$ cat src/rtl/seq_loop_ctrl.sv
// seq_loop_ctrl: counted-loop sequencer with start/body/done handshake.
// Define SEQ_LOOP_QUIT_EN to add the loop_quit early-exit input.
module seq_loop_ctrl #(
  parameter int FSM_WIDTH = 3,
  parameter int TRIP_W    = 16
) (
  input  logic                 ap_clk,
  input  logic                 ap_rst_n,
  input  logic                 ap_start,
  input  logic [TRIP_W-1:0]    trip_count,
  input  logic                 body_done,
`ifdef SEQ_LOOP_QUIT_EN
  input  logic                 loop_quit,
`endif
  output logic                 ap_idle,
  output logic                 ap_ready,
  output logic                 ap_done,
  output logic                 body_start,
  output logic [TRIP_W-1:0]    iter_idx,
  output logic [FSM_WIDTH-1:0] cur_state
);

  typedef enum logic [2:0] {
    S_IDLE       = 3'd0,
    S_PRE        = 3'd1,
    S_ITER_START = 3'd2,
    S_ITER_WAIT  = 3'd3,
    S_ITER_END   = 3'd4,
    S_POST       = 3'd5,
    S_DONE       = 3'd6
  } state_t;

  state_t            r_state;
  logic [TRIP_W-1:0] r_trip;
  logic [TRIP_W-1:0] r_iter;
  logic              w_last;

`ifdef SEQ_LOOP_QUIT_EN
  assign w_last = (r_iter == r_trip - TRIP_W'(1)) | loop_quit;
`else
  assign w_last = (r_iter == r_trip - TRIP_W'(1));
`endif

  // Loop sequencer: latches the trip count, steps iterations, exits.
  always_ff @(posedge ap_clk or negedge ap_rst_n) begin
    if (!ap_rst_n) begin
      r_state <= S_IDLE;
      r_trip  <= '0;
      r_iter  <= '0;
    end else begin
      unique case (r_state)
        S_IDLE: begin
          if (ap_start) begin
            r_trip  <= trip_count;
            r_iter  <= '0;
            r_state <= S_PRE;
          end
        end
        S_PRE: begin
          if (r_trip == '0) r_state <= S_POST;
          else              r_state <= S_ITER_START;
        end
        S_ITER_START: r_state <= S_ITER_WAIT;
        S_ITER_WAIT: begin
          if (body_done) r_state <= S_ITER_END;
        end
        S_ITER_END: begin
          if (w_last) begin
            r_state <= S_POST;
          end else begin
            r_iter  <= r_iter + TRIP_W'(1);
            r_state <= S_ITER_START;
          end
        end
        S_POST:  r_state <= S_DONE;
        S_DONE:  r_state <= S_IDLE;
        default: r_state <= S_IDLE;
      endcase
    end
  end

  assign ap_idle    = (r_state == S_IDLE);
  assign ap_ready   = (r_state == S_PRE);
  assign ap_done    = (r_state == S_DONE);
  assign body_start = (r_state == S_ITER_START);
  assign iter_idx   = r_iter;
  assign cur_state  = FSM_WIDTH'(r_state);

endmodule

$ cat config.mk
export PLATFORM = sky130hd
export DESIGN_NAME = seq_loop_ctrl
export DESIGN_NICKNAME = d
export VERILOG_FILES = /design/src/rtl/seq_loop_ctrl.sv
export SDC_FILE = /design/constraint.sdc
export NUM_CORES = 1
export LEC_CHECK = 0
export BUFFER_PORTS_ARGS = -buffer_cell sky130_fd_sc_hd__buf_2
export CORE_MARGIN = 2
export CORE_UTILIZATION = 45
export CTS_BUF_LIST = sky130_fd_sc_hd__clkbuf_16
export DETAILED_ROUTE_END_ITERATION = 16
export PLACE_DENSITY = 0.8
export SLEW_MARGIN = 20
export SYNTH_ARGS = -nofsm -noshare
export SYNTH_HDL_FRONTEND = slang
export SYNTH_SLANG_ARGS = --single-unit
export TNS_END_PERCENT = 20
$ cat constraint.sdc
create_clock -name ap_clk -period 3.14 [get_ports ap_clk]
set_clock_uncertainty 0.1 [all_clocks]
set_input_delay 0.785 -clock ap_clk [delete_from_list [all_inputs] [get_ports ap_clk]]
set_output_delay 0.785 -clock ap_clk [all_outputs]
set_load 0.02 [all_outputs]
==> results.sh, run 1 <==
export IMPL_status="finished, final reports clean"
export IMPL_worstPathArrival_ns=3.04
export IMPL_drt_met1_wl_mm=2.66
export IMPL_n_antenna_cell=0
export IMPL_final_fill_count=508
export IMPL_wl_per_cell_um=14.3
export IMPL_port_buffers=42
export IMPL_yosys_area_share_xor_xnor=0.0688
export IMPL_htree_levels=2
export IMPL_synth_async_sr_flop_share=1.00
export IMPL_worstHoldStart="r_trip[15]"
export IMPL_via_per_inst=5.68
export IMPL_synthSimpleGateAreaFrac=0.345
export IMPL_hold_viol=0
export IMPL_antenna_left=0
export IMPL_hpwlAfterDp_mm=4.14
export IMPL_fp_dieH_um=77.3
export IMPL_cp_required_ns=3.23
export IMPL_finalSetupViolations=0
export IMPL_crit_fanout=25
export IMPL_coreArea_um2=5140
export IMPL_synth_compound_area_share=0.138
export IMPL_crit_type="flop to flop"
export IMPL_synthFlopType="dfrtp_1"
export IMPL_clock_fmax_mhz=339
export IMPL_cts_tree="built"
export IMPL_fp_row_count=26
export IMPL_syn2layout_area_growth_pct=18.8
export IMPL_maxSlewViolCount=0
export IMPL_endpoint_kind="flop"
export IMPL_seq_area_frac_synth=0.362
export IMPL_gr_total_overflow=0
export IMPL_rsz0062_at_grt="no"
export IMPL_grt_start_max_net_pins=36
export IMPL_num_vias=2299
export IMPL_crit_start="r_trip[3]"
export IMPL_drc=0
export IMPL_routed_wl_mm=5.80
export IMPL_cts_sinks=35
export IMPL_multi_input_area_um2=1450
export IMPL_crit_top_cell="nor2_1"
export IMPL_p_per_area_nw_per_um2=841
export IMPL_vdd_ir_drop_max_v=0.000442
export IMPL_postSynthAreaPerCell_um2=8.25
export IMPL_clockBufferDepth=2
export IMPL_grt_first_pass_wirelength_mm=10.2
export IMPL_die_w_um=77.3
export IMPL_slew_headroom=0.487
export IMPL_dr_max_layer_used="met4"
export IMPL_final_common_cell="nand2_1"
export IMPL_initial_utilization=0.470
export IMPL_num_io_pins=43
export IMPL_cp_cell_sequence="or4_4 > nor2_1 > nand2_1 > nor4bb_1 > nor2_1 > or3_1 > buf_12 > and4_1 > nor3_1"
export IMPL_root_buffer="clkbuf_16"
export IMPL_seq_area_um2=878
export IMPL_cts_buffers=5
export IMPL_period_minus_slack_ns=2.95
export IMPL_drt_first_pass_iters=4
export IMPL_layout_drive_gt1_share=0.218
export IMPL_synth_area_um2=2420
export IMPL_worstMarginPinSlew_ns=0.770
export IMPL_ys_types=54
export IMPL_detailedPlace_worstSlack_ns=0.175
export IMPL_grt_usage=0.210
export IMPL_syn_nets=315
export IMPL_stdcell_count=405
export IMPL_gp_congestion=0.812
export IMPL_synthMuxAreaShare=0.0295
export IMPL_met3WireLength_um=273
export IMPL_drt_initial_drc_count=192
export IMPL_synth_top_family_by_area="simple AND/OR/NAND/NOR gates"
export IMPL_crit_path_max_incr_delay_ns=0.59
export IMPL_holdCritPathClass="flop to flop"
export IMPL_r2r_start="r_trip[3]"
export IMPL_final_cell_mix="nand2_1 (66), buf_2 (42), dfrtp_1 (33)"
export IMPL_clkSlewWorstSetupHoldPaths_ns=0.05
export IMPL_start_kind="flop"
export IMPL_finalCritPeriodShare=0.940
export IMPL_synth_adder_area_share=0.0104
export IMPL_ys_ff_latch=35
export IMPL_insertion_delay_ns=0.27
export IMPL_num_nets_final=356
export IMPL_antenna_found_initial=0
export IMPL_synth_warnings=0
export IMPL_max_cap_violations=0
export IMPL_met2_wirelength_mm=2.77
export IMPL_crit_path_top_delay_cell="or4_4"
export IMPL_synth_cells=293
export IMPL_power_leakage_uw=0.00137
export IMPL_worst_slack_ns=0.188
export IMPL_dp_cells=396
export IMPL_synth_enable_flop_cells=0
export IMPL_dieArea_um2=5970
export IMPL_tns_ns=0
export IMPL_grt_pass1_vias=2182
## report_power, final
group | internal [uW] | switching, uW
Clock | 285 | 168
Sequential | 588 | 278
Combinational | 478 | 621
Total | 1350 | 1070
## Yosys cell counts, drive strengths merged (3+ instances only)
master  number  area, um^2
xnor2       11        96.3
inv          6        22.5
and3         8        50.1
o21ai       14        70.1
or4          3        30.0
nand4b       3        26.3
mux2i        6        60.1
nor3        12        60.1
xor2         8        70.1
nor4         8        86.3
a21oi        3        15.0
nand3       13        70.1
clkbuf      13        48.8
a31oi        5        31.3
o31ai        5        37.5
dfrtp       35         876
nand2b       4        25.0
buf          5        40.0
nand2       66         248
nand4        8        50.1
nor2        20        75.1
## metrics by stage
| step | hold WS (ns) | util | total power (uW) | instance area, um^2 |
|---|---|---|---|---|
| after global placement | 0.436 | 0.527 | 1890 | 2710 |
| final | 0.462 | 0.559 | 2420 | 2870 |
| after CTS | 0.467 | 0.553 | 2390 | 2840 |
| after detailed placement | 0.449 | 0.527 | 1930 | 2710 |
| after floorplan | 0.389 | - | 1630 | 2420 |
| after global routing | 0.503 | 0.559 | 2630 | 2870 |
## routing by layer
metal	up-vias	global-route usage
li1	1138	-
met1	1094	0.287
met4	0	0.0696
met3	8	0.0376
met2	59	0.337
met5	-	0
## final cells by class
cell class                 count  area share
clock buffer                   5      0.0436
clock inverter                 3     0.00392
inverter                       6     0.00784
multi-input combinational    234       0.505
sequential                    35       0.306
tap                           70      0.0305
timing repair buffer          52       0.104
## registers in the layout, indices dropped and copies added, names as in the netlist
| signal | cells |
|---|---|
| r_trip | 16 |
| cur_state | 3 |
| iter_idx | 16 |
## worst paths after layout
check / endpoint / slack [ns] / cells past startpoint
max: iter_idx[6] / 0.19 / 9
min: r_trip[15] / 0.46 / 2
max reg2reg: iter_idx[6] / 0.19 / 9
min reg2reg: r_trip[15] / 0.46 / 2
max in group asynchronous: r_trip[2] / 1.91 / 1
min in group asynchronous: iter_idx[15] / 0.49 / 1
## worst max-delay path: cells and delay by family (launching register included)
family,cells,cell delay (ns)
flops,1,0.46
simple gates,8,2.12
buf+inv,1,0.18
## repair_timing
action                                  4_1_cts  5_1_grt
hold buffers                                  0        0
endpoints found under the setup margin        0        6
resized for setup                             0        5
endpoints found under the hold margin         0        0
buffers inserted                              0        1
## logic make-up (layout without fill, tap and decap cells)
family | after synthesis | count (layout)
and+or+nand+nor | 159 | 159
AOI/OAI and AO/OA | 47 | 47
DFF | 35 | 35
buffers and inverters | 24 | 66
xor gates and xnor gates | 19 | 19
muxes | 7 | 7
adders and majority gates | 2 | 2
(Power assumes the default switching activity.)
==> inputs of run 2 (changes only) <==
--- a/config.mk
+++ b/config.mk
@@ -5,12 +5,12 @@
 export SDC_FILE = /design/constraint.sdc
 export NUM_CORES = 1
 export LEC_CHECK = 0
-export BUFFER_PORTS_ARGS = -buffer_cell sky130_fd_sc_hd__buf_2
 export CORE_MARGIN = 2
 export CORE_UTILIZATION = 45
 export CTS_BUF_LIST = sky130_fd_sc_hd__clkbuf_16
 export DETAILED_ROUTE_END_ITERATION = 16
-export PLACE_DENSITY = 0.8
+export DONT_BUFFER_PORTS = 1
+export PLACE_DENSITY = 0.73
 export SLEW_MARGIN = 20
 export SYNTH_ARGS = -nofsm -noshare
 export SYNTH_HDL_FRONTEND = slang
==> constraint.sdc (replaced) <==
create_clock -name ap_clk -period 3.14 [get_ports ap_clk]
set_clock_uncertainty 0.1 [all_clocks]
set_input_delay 0.942 -clock ap_clk [delete_from_list [all_inputs] [get_ports ap_clk]]
set_output_delay 0.942 -clock ap_clk [all_outputs]
set_load 0.02 [all_outputs]
==> run 2 against run 1 <==
- die area unchanged
- final area decreased by 6.4%
- critical path depth unchanged
- global-route usage decreased by 0.31 points
- clock power decreased by 2%
- worst setup slack got worse by 0.034 ns
- routed wire length increased by 1.8%
- critical endpoint unchanged
- largest cell class unchanged
- largest power group unchanged
- highest routed layer unchanged
==> results.sh, run 2 (same netlist as run 1, synthesis figures left out) <==
export IMPL_via_per_inst=5.85
export IMPL_p_per_area_nw_per_um2=879
export IMPL_clockBufferDepth=2
export IMPL_dr_max_layer_used="met4"
export IMPL_fp_row_count=26
export IMPL_detailedPlace_worstSlack_ns=0.0936
export IMPL_tns_ns=0
export IMPL_layout_drive_gt1_share=0.117
export IMPL_syn2layout_area_growth_pct=11.2
export IMPL_worstMarginPinSlew_ns=0.690
export IMPL_antenna_left=0
export IMPL_path_delay_family="simple AND/OR/NAND/NOR gates"
export IMPL_initial_utilization=0.470
export IMPL_final_cell_mix="nand2_1 (66), dfrtp_1 (34), nor2_1 (20)"
export IMPL_port_buffers=0
export IMPL_crit_type="flop to flop"
export IMPL_drt_first_pass_iters=4
export IMPL_drt_met1_wl_mm=2.64
export IMPL_cts_tree="built"
export IMPL_worst_slack_ns=0.154
export IMPL_routed_wl_mm=5.91
export IMPL_gr_total_overflow=0
export IMPL_cts_buffers=5
export IMPL_clkSlewWorstSetupHoldPaths_ns=0.05
export IMPL_met3WireLength_um=339
export IMPL_htree_levels=2
export IMPL_root_buffer="clkbuf_16"
export IMPL_cp_required_ns=3.23
export IMPL_worst_path_buf_inv=1
export IMPL_clock_fmax_mhz=335
export IMPL_gp_congestion=0.861
export IMPL_cp_cell_sequence="or4_4 > nor4_1 > o22ai_1 > a22oi_1 > o2111ai_2 > or3_1 > buf_4 > and4_1 > nor3_1"
export IMPL_crit_path_top_delay_cell="or4_4"
export IMPL_finalCritPeriodShare=0.951
export IMPL_fp_dieH_um=77.3
export IMPL_maxSlewViolCount=0
export IMPL_hold_viol=0
export IMPL_die_w_um=77.3
export IMPL_crit_path_max_incr_delay_ns=0.58
export IMPL_power_leakage_uw=0.00120
export IMPL_hpwlAfterDp_mm=4.20
export IMPL_slew_headroom=0.536
export IMPL_antenna_found_initial=0
export IMPL_insertion_delay_ns=0.27
export IMPL_grt_usage=0.207
export IMPL_drc=0
export IMPL_coreArea_um2=5140
export IMPL_design_area_um2=2690
export IMPL_num_nets_final=321
export IMPL_grt_start_max_net_pins=36
export IMPL_grt_first_pass_wirelength_mm=9.94
export IMPL_met2_wirelength_mm=2.84
export IMPL_crit_fanout=25
export IMPL_dieArea_um2=5970
export IMPL_cts_sinks=35
export IMPL_holdCritPathClass="input port to asynchronous set/reset pin"
export IMPL_final_common_cell="nand2_1"
export IMPL_max_cap_violations=0
export IMPL_grt_pass1_vias=2050
export IMPL_wl_per_cell_um=16.1
export IMPL_worstPathArrival_ns=3.07
export IMPL_place_area_um2=2540
export IMPL_drt_initial_drc_count=166
export IMPL_hold_slack_ns=0.263
export IMPL_start_kind="flop"
export IMPL_endpoint_kind="flop"
export IMPL_n_antenna_cell=0
export IMPL_num_io_pins=43
export IMPL_period_minus_slack_ns=2.99
export IMPL_vdd_ir_drop_max_v=0.000341
export IMPL_status="finished, final reports clean"
export IMPL_num_vias=2152
export IMPL_finalSetupViolations=0
-- run 2: cell count changes in the layout (fill, tap and decap cells not counted), moves of 2 or more --
| cell | change |
|---|---|
| buf_2 | -42 |
| buf_4 | +8 |
| clkinv_1 | -2 |
| nor4_2 | -2 |
-- run 2: final cells by class --
type	instances	area, um^2
clock buffers	5	125
clock inverters	1	3.75
fillers	500	2450
inverters	6	22.5
multi-input cells	234	1450
flip-flops and latches	35	877
well taps	70	87.6
repair buffers	17	128
-- run 2: final timing paths --
kind | end | start | cells after the start | slack, ns
hold / removal | cur_state[1] | ap_rst_n | 0 | 0.26
setup reg to reg | iter_idx[6] | r_trip[2] | 9 | 0.15
max in group asynchronous | r_trip[2] | ap_rst_n | 0 | 2.58
hold reg to reg | r_trip[15] | r_trip[15] | 2 | 0.46
min in group ap_clk | r_trip[15] | r_trip[15] | 2 | 0.46
setup / recovery | iter_idx[6] | r_trip[2] | 9 | 0.15
-- run 2: power breakdown --
part           internal [uW]  switching [uW]
clock network            281             163
registers                586             277
logic                    446             611
-- run 2: stage by stage --
step	power, uW	util	cells
2_1_floorplan	1630	-	293
3_3_place_gp	1850	0.493	361
3_5_place_dp	1890	0.493	361
4_1_cts	2340	0.519	367
5_1_grt	2540	0.523	368
6_report	2360	0.523	368
-- run 2: what timing repair did --
action                                  4_1_cts  5_1_grt
buffers inserted                              0        1
hold buffers                                  0        0
gates resized for setup                       0        3
endpoints found under the setup margin        0        6
-- run 2: per-layer routing --
layer  vias to the layer above  track usage
li1                       1059            -
met1                      1030        0.267
met2                        53        0.336
met3                        10       0.0529
met4                         0       0.0750
met5                         -            0
==> inputs of run 3 (changes only) <==
--- a/config.mk
+++ b/config.mk
@@ -10,7 +10,7 @@
 export CTS_BUF_LIST = sky130_fd_sc_hd__clkbuf_16
 export DETAILED_ROUTE_END_ITERATION = 16
 export DONT_BUFFER_PORTS = 1
-export PLACE_DENSITY = 0.73
+export PLACE_DENSITY = 0.71
 export SLEW_MARGIN = 20
 export SYNTH_ARGS = -nofsm -noshare
 export SYNTH_HDL_FRONTEND = slang
==> constraint.sdc (replaced) <==
create_clock -name ap_clk -period 3.51 [get_ports ap_clk]
set_clock_uncertainty 0.1 [all_clocks]
set_input_delay 1.053 -clock ap_clk [delete_from_list [all_inputs] [get_ports ap_clk]]
set_output_delay 1.053 -clock ap_clk [all_outputs]
set_load 0.02 [all_outputs]
==> run 3 against run 2 <==
- sequential share of layout area rose by 0.94 points
- die area unchanged
- critical path depth grew 2
- clock power down 5.6%
- critical path type unchanged
- power decreased by 13%
- final area is 2.9% lower
- hold slack improved by 0.10 ns
- first-iteration DRC count rose by 12%
- flip-flop and latch count unchanged
- combinational power shrank 22%
- clock-buffer cell count did not move
- routed wire length fell by 1.7%
==> results.sh, run 3 (same netlist as run 1, synthesis figures left out) <==
export IMPL_multi_input_area_um2=1430
export IMPL_crit_path_max_incr_delay_ns=0.45
export IMPL_vdd_ir_drop_max_v=0.000354
export IMPL_tns_ns=0
export IMPL_grt_first_pass_wirelength_mm=9.67
export IMPL_antenna_left=0
export IMPL_finalSetupViolations=0
export IMPL_gr_total_overflow=0
export IMPL_hpwlAfterDp_mm=4.05
export IMPL_crit_fanout=25
export IMPL_final_fill_count=526
export IMPL_drc=0
export IMPL_reg2reg_to="iter_idx[9]"
export IMPL_clkSlewWorstSetupHoldPaths_ns=0.06
export IMPL_holdCritPathClass="input port to asynchronous set/reset pin"
export IMPL_port_buffers=0
export IMPL_wl_per_cell_um=16.2
export IMPL_layout_drive_gt1_share=0.0761
export IMPL_seq_area_um2=876
export IMPL_period_minus_slack_ns=3.17
export IMPL_cts_sinks=35
export IMPL_htree_levels=2
export IMPL_syn2layout_area_growth_pct=7.97
export IMPL_max_cap_violations=0
export IMPL_slew_headroom=0.522
export IMPL_worstPathArrival_ns=3.26
export IMPL_grt_pass1_vias=1892
export IMPL_dp_cells=351
export IMPL_insertion_delay_ns=0.28
export IMPL_via_per_inst=5.96
export IMPL_rsz0062_at_grt="no"
export IMPL_clock_fmax_mhz=315
export IMPL_worstMarginPinSlew_ns=0.711
export IMPL_grt_usage=0.203
export IMPL_hold_viol=0
export IMPL_num_nets_final=310
export IMPL_drt_initial_drc_count=186
export IMPL_start_kind="flop"
export IMPL_cp_required_ns=3.60
export IMPL_stdcell_count=359
export IMPL_dieArea_um2=5970
export IMPL_crit_type="flop to flop"
export IMPL_regToRegSetupSlack_ns=0.34
export IMPL_p_per_area_nw_per_um2=789
export IMPL_endpoint_kind="flop"
export IMPL_gp_congestion=0.890
export IMPL_finalCritPeriodShare=0.903
export IMPL_initial_utilization=0.470
export IMPL_status="finished, final reports clean"
export IMPL_power_uw=2060
export IMPL_drt_first_pass_iters=4
export IMPL_num_io_pins=43
export IMPL_fp_row_count=26
export IMPL_cts_buffers=5
export IMPL_clockBufferDepth=2
export IMPL_final_common_cell="nand2_1"
export IMPL_n_antenna_cell=0
export IMPL_r2r_start="r_trip[0]"
export IMPL_routed_wl_mm=5.81
export IMPL_crit_path_top_delay_cell="dfrtp_1"
export IMPL_cp_cell_sequence="inv_1 > ha_1 > o21ba_2 > a221oi_1 > a41oi_1 > nor4_1 > o2111ai_2 > or3_1 > buf_12 > and4_1 > nor3_1"
export IMPL_final_cell_mix="nand2_1 (66), dfrtp_1 (35), nor2_1 (20)"
export IMPL_worst_path_buf_inv=2
export IMPL_postCtsHoldBufs=0
export IMPL_power_leakage_uw=0.00115
export IMPL_antenna_found_initial=0
export IMPL_fp_dieH_um=77.3
export IMPL_reg2reg_depth=11
export IMPL_maxSlewViolCount=0
export IMPL_cts_tree="built"
export IMPL_coreArea_um2=5140
export IMPL_cts_resized=0
export IMPL_cts_setup_buffers=0
export IMPL_num_vias=2140
export IMPL_path_delay_family="simple AND/OR/NAND/NOR gates"
export IMPL_grt_start_max_net_pins=36
export IMPL_die_w_um=77.3
export IMPL_root_buffer="clkbuf_16"
-- run 3: metrics by stage --
stage	worst slack, ns	util	cell area [um^2]	hold slack [ns]
after floorplan	0.483	-	2420	0.412
after global placement	0.457	0.481	2470	0.438
after detailed placement	0.383	0.481	2470	0.445
after CTS	0.358	0.508	2610	0.358
after global routing	0.106	0.508	2610	0.356
final	0.339	0.508	2610	0.364
-- run 3: worst max-delay path by stage --
stage,startpoint,endpoint,cells after the start
after global routing,r_trip[0],iter_idx[6],11
after detailed placement,r_trip[0],iter_idx[6],11
after CTS,r_trip[0],iter_idx[6],11
after floorplan,r_trip[0],iter_idx[0],12
after global placement,r_trip[0],iter_idx[6],11
final,r_trip[0],iter_idx[9],11
-- run 3: routing by layer --
| layer | GRT usage | vias to the layer above | wire length, um |
|---|---|---|---|
| met2 | 0.310 | 58 | 2660 |
| met3 | 0.0506 | 8 | 336 |
| met1 | 0.286 | 1029 | 2720 |
| met5 | 0 | - | 0 |
| li1 | - | 1045 | - |
| met4 | 0.0589 | 0 | 92 |
-- run 3: layout make-up --
type / instances / share of cell area
timing repair buffer: 6 / 0.0221
clock inverter: 3 / 0.00431
inverter: 6 / 0.00863
multi-input combinational: 234 / 0.548
sequential: 35 / 0.336
clock buffer: 5 / 0.0479
tap: 70 / 0.0336
-- run 3: power breakdown --
group          internal [uW]  switching, uW
logic                    351            478
registers                522            287
clock network            255            165
total                   1130            929
